**config.mk**
```make
export PLATFORM = sky130hd
export DESIGN_NAME = alu_rr_arbiter
export DESIGN_NICKNAME = d
export VERILOG_FILES = /design/src/rtl/alu_rr_arbiter.sv
export SDC_FILE = /design/constraint.sdc
export NUM_CORES = 1
export LEC_CHECK = 0
export BUFFER_PORTS_ARGS = -buffer_cell sky130_fd_sc_hd__buf_4
export CAP_MARGIN = 20
export CORE_MARGIN = 5
export CORE_UTILIZATION = 46
export CTS_BUF_LIST = sky130_fd_sc_hd__clkbuf_4
export DETAILED_ROUTE_END_ITERATION = 8
export GPL_ROUTABILITY_DRIVEN = 1
export PLACE_DENSITY = 0.82
export REMOVE_ABC_BUFFERS = 1
export SYNTH_ARGS = -nofsm -noshare
export SYNTH_HDL_FRONTEND = slang
export SYNTH_SLANG_ARGS = --single-unit
```
**constraint.sdc**
```tcl
create_clock -name clk -period 2.2 [get_ports clk]
set_clock_uncertainty 0.1 [all_clocks]
set_input_delay 0.33 -clock clk [delete_from_list [all_inputs] [get_ports clk]]
set_output_delay 0.33 -clock clk [all_outputs]
set_load 0.005 [all_outputs]
```
**src/rtl/alu_rr_arbiter.sv**
```systemverilog
// Round-robin arbiter sharing one external ALU between two requesters; ALU_ARB_OPCHK_EN adds opcode checking.
// Latency: rsp_valid two edges after the grant edge (one edge for a rejected opcode when checking is enabled).
// Backpressure: one op in flight; ready is offered only while idle, and the response is held until rsp_ready.
module alu_rr_arbiter #(
  parameter int WIDTH = 32
) (
  input  logic             clk,
  input  logic             rst_n,
  input  logic             req0_valid,
  output logic             req0_ready,
  input  logic [3:0]       req0_ctl,
  input  logic [WIDTH-1:0] req0_a,
  input  logic [WIDTH-1:0] req0_b,
  input  logic             req1_valid,
  output logic             req1_ready,
  input  logic [3:0]       req1_ctl,
  input  logic [WIDTH-1:0] req1_a,
  input  logic [WIDTH-1:0] req1_b,
  output logic [3:0]       alu_ctl,
  output logic [WIDTH-1:0] alu_a,
  output logic [WIDTH-1:0] alu_b,
  input  logic [WIDTH-1:0] alu_out,
  input  logic             alu_zero,
  output logic             rsp_valid,
  input  logic             rsp_ready,
  output logic             rsp_id,
  output logic [WIDTH-1:0] rsp_data,
  output logic             rsp_zero,
  output logic             rsp_err,
  output logic             busy
);

  typedef enum logic [1:0] {
    IDLE = 2'd0,
    EXEC = 2'd1,
    RESP = 2'd2
  } state_t;

  state_t           state;
  logic             last_grant;
  logic             gnt0;
  logic             gnt1;
  logic             take;
  logic [3:0]       sel_ctl;
  logic [WIDTH-1:0] sel_a;
  logic [WIDTH-1:0] sel_b;

  // On a tie the requester that was not granted last time wins.
  always_comb begin
    gnt0 = (state == IDLE) && req0_valid && (!req1_valid || last_grant);
    gnt1 = (state == IDLE) && req1_valid && (!req0_valid || !last_grant);
  end

  assign take       = gnt0 | gnt1;
  assign req0_ready = gnt0;
  assign req1_ready = gnt1;

  always_comb begin
    sel_ctl = req0_ctl;
    sel_a   = req0_a;
    sel_b   = req0_b;
    if (gnt1) begin
      sel_ctl = req1_ctl;
      sel_a   = req1_a;
      sel_b   = req1_b;
    end
  end

`ifdef ALU_ARB_OPCHK_EN
  logic sel_legal;
  logic err_q;

  always_comb begin
    sel_legal = 1'b0;
    case (sel_ctl)
      4'd0, 4'd1, 4'd2, 4'd6, 4'd7, 4'd12: sel_legal = 1'b1;
      default:                             sel_legal = 1'b0;
    endcase
  end

  assign rsp_err = err_q;
`else
  assign rsp_err = 1'b0;
`endif

  always_ff @(posedge clk) begin
    if (!rst_n) begin
      state      <= IDLE;
      last_grant <= 1'b1;
      alu_ctl    <= 4'd0;
      alu_a      <= '0;
      alu_b      <= '0;
      rsp_valid  <= 1'b0;
      rsp_id     <= 1'b0;
      rsp_data   <= '0;
      rsp_zero   <= 1'b0;
      busy       <= 1'b0;
`ifdef ALU_ARB_OPCHK_EN
      err_q      <= 1'b0;
`endif
    end else begin
      case (state)
        IDLE: begin
          if (take) begin
            last_grant <= gnt1;
            rsp_id     <= gnt1;
            busy       <= 1'b1;
`ifdef ALU_ARB_OPCHK_EN
            // A rejected opcode never reaches the ALU; it is answered directly.
            if (!sel_legal) begin
              rsp_data  <= '0;
              rsp_zero  <= 1'b0;
              err_q     <= 1'b1;
              rsp_valid <= 1'b1;
              state     <= RESP;
            end else begin
              alu_ctl <= sel_ctl;
              alu_a   <= sel_a;
              alu_b   <= sel_b;
              err_q   <= 1'b0;
              state   <= EXEC;
            end
`else
            alu_ctl <= sel_ctl;
            alu_a   <= sel_a;
            alu_b   <= sel_b;
            state   <= EXEC;
`endif
          end
        end
        EXEC: begin
          rsp_data  <= alu_out;
          rsp_zero  <= alu_zero;
          rsp_valid <= 1'b1;
          state     <= RESP;
        end
        RESP: begin
          if (rsp_ready) begin
            rsp_valid <= 1'b0;
            busy      <= 1'b0;
            state     <= IDLE;
          end
        end
        default: begin
          state <= IDLE;
        end
      endcase
    end
  end

endmodule

```
==> results.md <==
- Status: finished, final reports clean
- # fillers: 841
- Max Slew Vio Count: 0
- Die width: 116 um
- Number of synthesized register bits: 107
- Antenna violations before repair: 0
- Most frequent cells in the layout: buf_4 (289), dfxtp_1 (107), nand2_1 (69)
- Drt pass-1 iters: 5
- Starting DRC count in detailed routing: between 500 and 600
- IO Count: 281
- Final Cell Area: 0.00766 sq mm
- Worst vdd ir: about 0.42 mV
- LEAKAGE: 3.80 nW
- Tcrit/Tclk final: 94.2%
- Rows: 38
- CTS tree: yes
- GRT overflow: 0
- GRT Total Usage: 26.7%
- Cell area after synthesis: 0.00517 sq mm
- Commonest non-fill, non-tap cell in the layout: buf_4
- Vias per cell: ~5.7
- Synth warn: 0
- Crit path launch: state[1]$_SDFFE_PN0P_
- N_diodes: 0
- WL final: 19.1 mm
- Multi-input gate area: 0.00271 sq mm
- TNS Setup: 0 ns
- Final core occ: 70.1%
- Pwr dens: between 600 and 700 mW/mm^2
- Final net count: 1,004
- # clock sinks: 107
- Final non-filler cell total: approximately 1,000
- Startpoint Class: flop
- Max_slew headroom: 47.6%
- Final hold slack: 0.0273 ns
- Starting density of the core: 47.3%
- Period minus WS final: 2.07 ns
- Crit. End Element: output pin
- Area Overhead vs Synth: 48.1%
- H-tree depth: 3
- Clk pin slew, worst setup/hold paths: 0.15 ns
- Core area: 0.0109 sq mm
- Fraction of layout cells with a size suffix above 1: 38.1%
- Seq/Total Area, Yosys: 41.4%
- Placer Congestion: between 0.8 and 0.9
- Hold Violations, Final: 0
- Worst EP required: ~1.8 ns
- Worst Hold Class: in2reg
- Hold wc startpoint: alu_out[23]
- MaxCap Viol Count: 0
- Setup CP Type: reg2out
- Avg WL per Cell: 19.5 um
- Setup Viol. Count Final: 0
- Largest net degree at the start of global routing: 74
- Clk Latency, worst-skew pair: 0.43 ns
- Dpl hpwl: 12.8 mm
- RSZ-0062 raised after global routing: no
- Final ANT Viol Nets: 0
- Placed inst area: 0.00729 sq mm
- Synth Instances: 579
- Full die area: 0.0135 sq mm
- Via count: between 5,000 and 6,000
- CTS buffer count: 9
- Placed cells: 938
- Highest clock rate: roughly 480 MHz
- CTS root buf: clkbuf_4
- First-pass GRT wire length: 28.8 mm
- Worst-Margin Slew: 0.785 ns
- Number of global-route vias before repair: 5,466
- I/O Buffers: approximately 280
- Sequential cell area: ~0.0021 sq mm
- Final Power: 4.80 mW
- Number of distinct library cells after synthesis: 26
- Setup ws final: 0.128 ns
- Max FO, Critical Path: 20
- DRC: 0
- Crit path arrival time: 1.64 ns
- Dpl ws: 0.308 ns
- Die Span Y: 116 um
- Syn_area_per_cell: 8.94 sq um
- Max clock buf depth: 2
- RR Startpoint: state[1]$_SDFFE_PN0P_
[report_power, final]
| group | leakage, nW | switching [mW] | internal, mW |
|---|---|---|---|
| clock network | 0.0682 | 0.630 | 0.333 |
| registers | 0.884 | 0.111 | 2.15 |
| logic | 2.84 | 0.708 | 0.868 |
| total | 3.80 | 1.45 | 3.35 |
[critical path: stages (launching register included)]
cell and delay (ns):
dfxtp_1 0.34, buf_4 0.16, nor3b_4 0.28, buf_12 0.20, and2_1 0.13, buf_4 0.10
[area by class of cell]
class / count / share of cell area [%]
multi-input cells: 396 / 35.4
repair buffers: 313 / 32.6
flip-flops and latches: 107 / 28.0
well taps: 140 / 2.29
clock buffers: 9 / 0.882
clock inverters: 7 / 0.767
inverters: 3 / 0.147
[flip-flops by register name (all words and copies together) (netlist names)]
register and count:
busy 1, rsp_id 1, alu_b 32, last_grant 1, rsp_data 32, rsp_zero 1
alu_a 32, rsp_valid 1, state 2, alu_ctl 4
[what timing repair did]
action / in CTS / in global routing
endpoints found under the hold margin: 16 / 1
cloned: 1 / 1
pin swaps: 1 / 1
gates resized for setup: 1 / 1
buffers inserted: 1 / 1
hold buffers: 16 / 1
endpoints found under the setup margin: 2 / 2
[worst paths after layout]
check                              end  slack (ns)  depth (start not counted)
max                         req1_ready        0.13                          5
min          rsp_data[23]$_SDFFE_PN0P_        0.03                          3
max reg2reg    alu_ctl[3]$_SDFFE_PN0P_        0.29                          4
min reg2reg   rsp_data[0]$_SDFFE_PN0P_        0.37                          2
[per-layer routing]
metal | share of wire [%] | wire [um] | track usage, % | vias up
met2 | 48 | 9180 | 44.3 | 292
met5 | 0 | 0 | 0 | -
li1 | - | - | - | 2635
met3 | 10 | 2000 | 7.89 | 41
met4 | 3.0 | 563 | 10.6 | 0
met1 | 38 | 7310 | 32.6 | 2624
[cells in the mapped netlist, drive strengths merged]
cell type	count	share of area (%)
dfxtp	107	41
nand2	70	5.1
a21boi	68	9.9
and3	68	8.2
o21bai	68	9.9
o311a	68	13
clkbuf	60	4.4
a21oi	37	3.6
buf	13	2.2
inv	3	0.22
nor2	3	0.22
nand3b	2	0.29
o21ai	2	0.19
or2	2	0.24
a22oi	1	0.15
and2	1	0.12
conb	1	0.072
nand2b	1	0.12
nand3	1	0.097
nor2b	1	0.12
nor3b	1	0.24
or3b	1	0.17
[logic make-up after synthesis]
logic type | count (synthesis) | synth area share (%)
AOI/OAI and AO/OA | 244 | 36.8
buffers and inverters | 76 | 6.80
DFF | 107 | 41.4
other | 1 | 0.0725
and+or+nand+nor | 151 | 14.9
No activity file was read; power rests on OpenSTA's default activity.
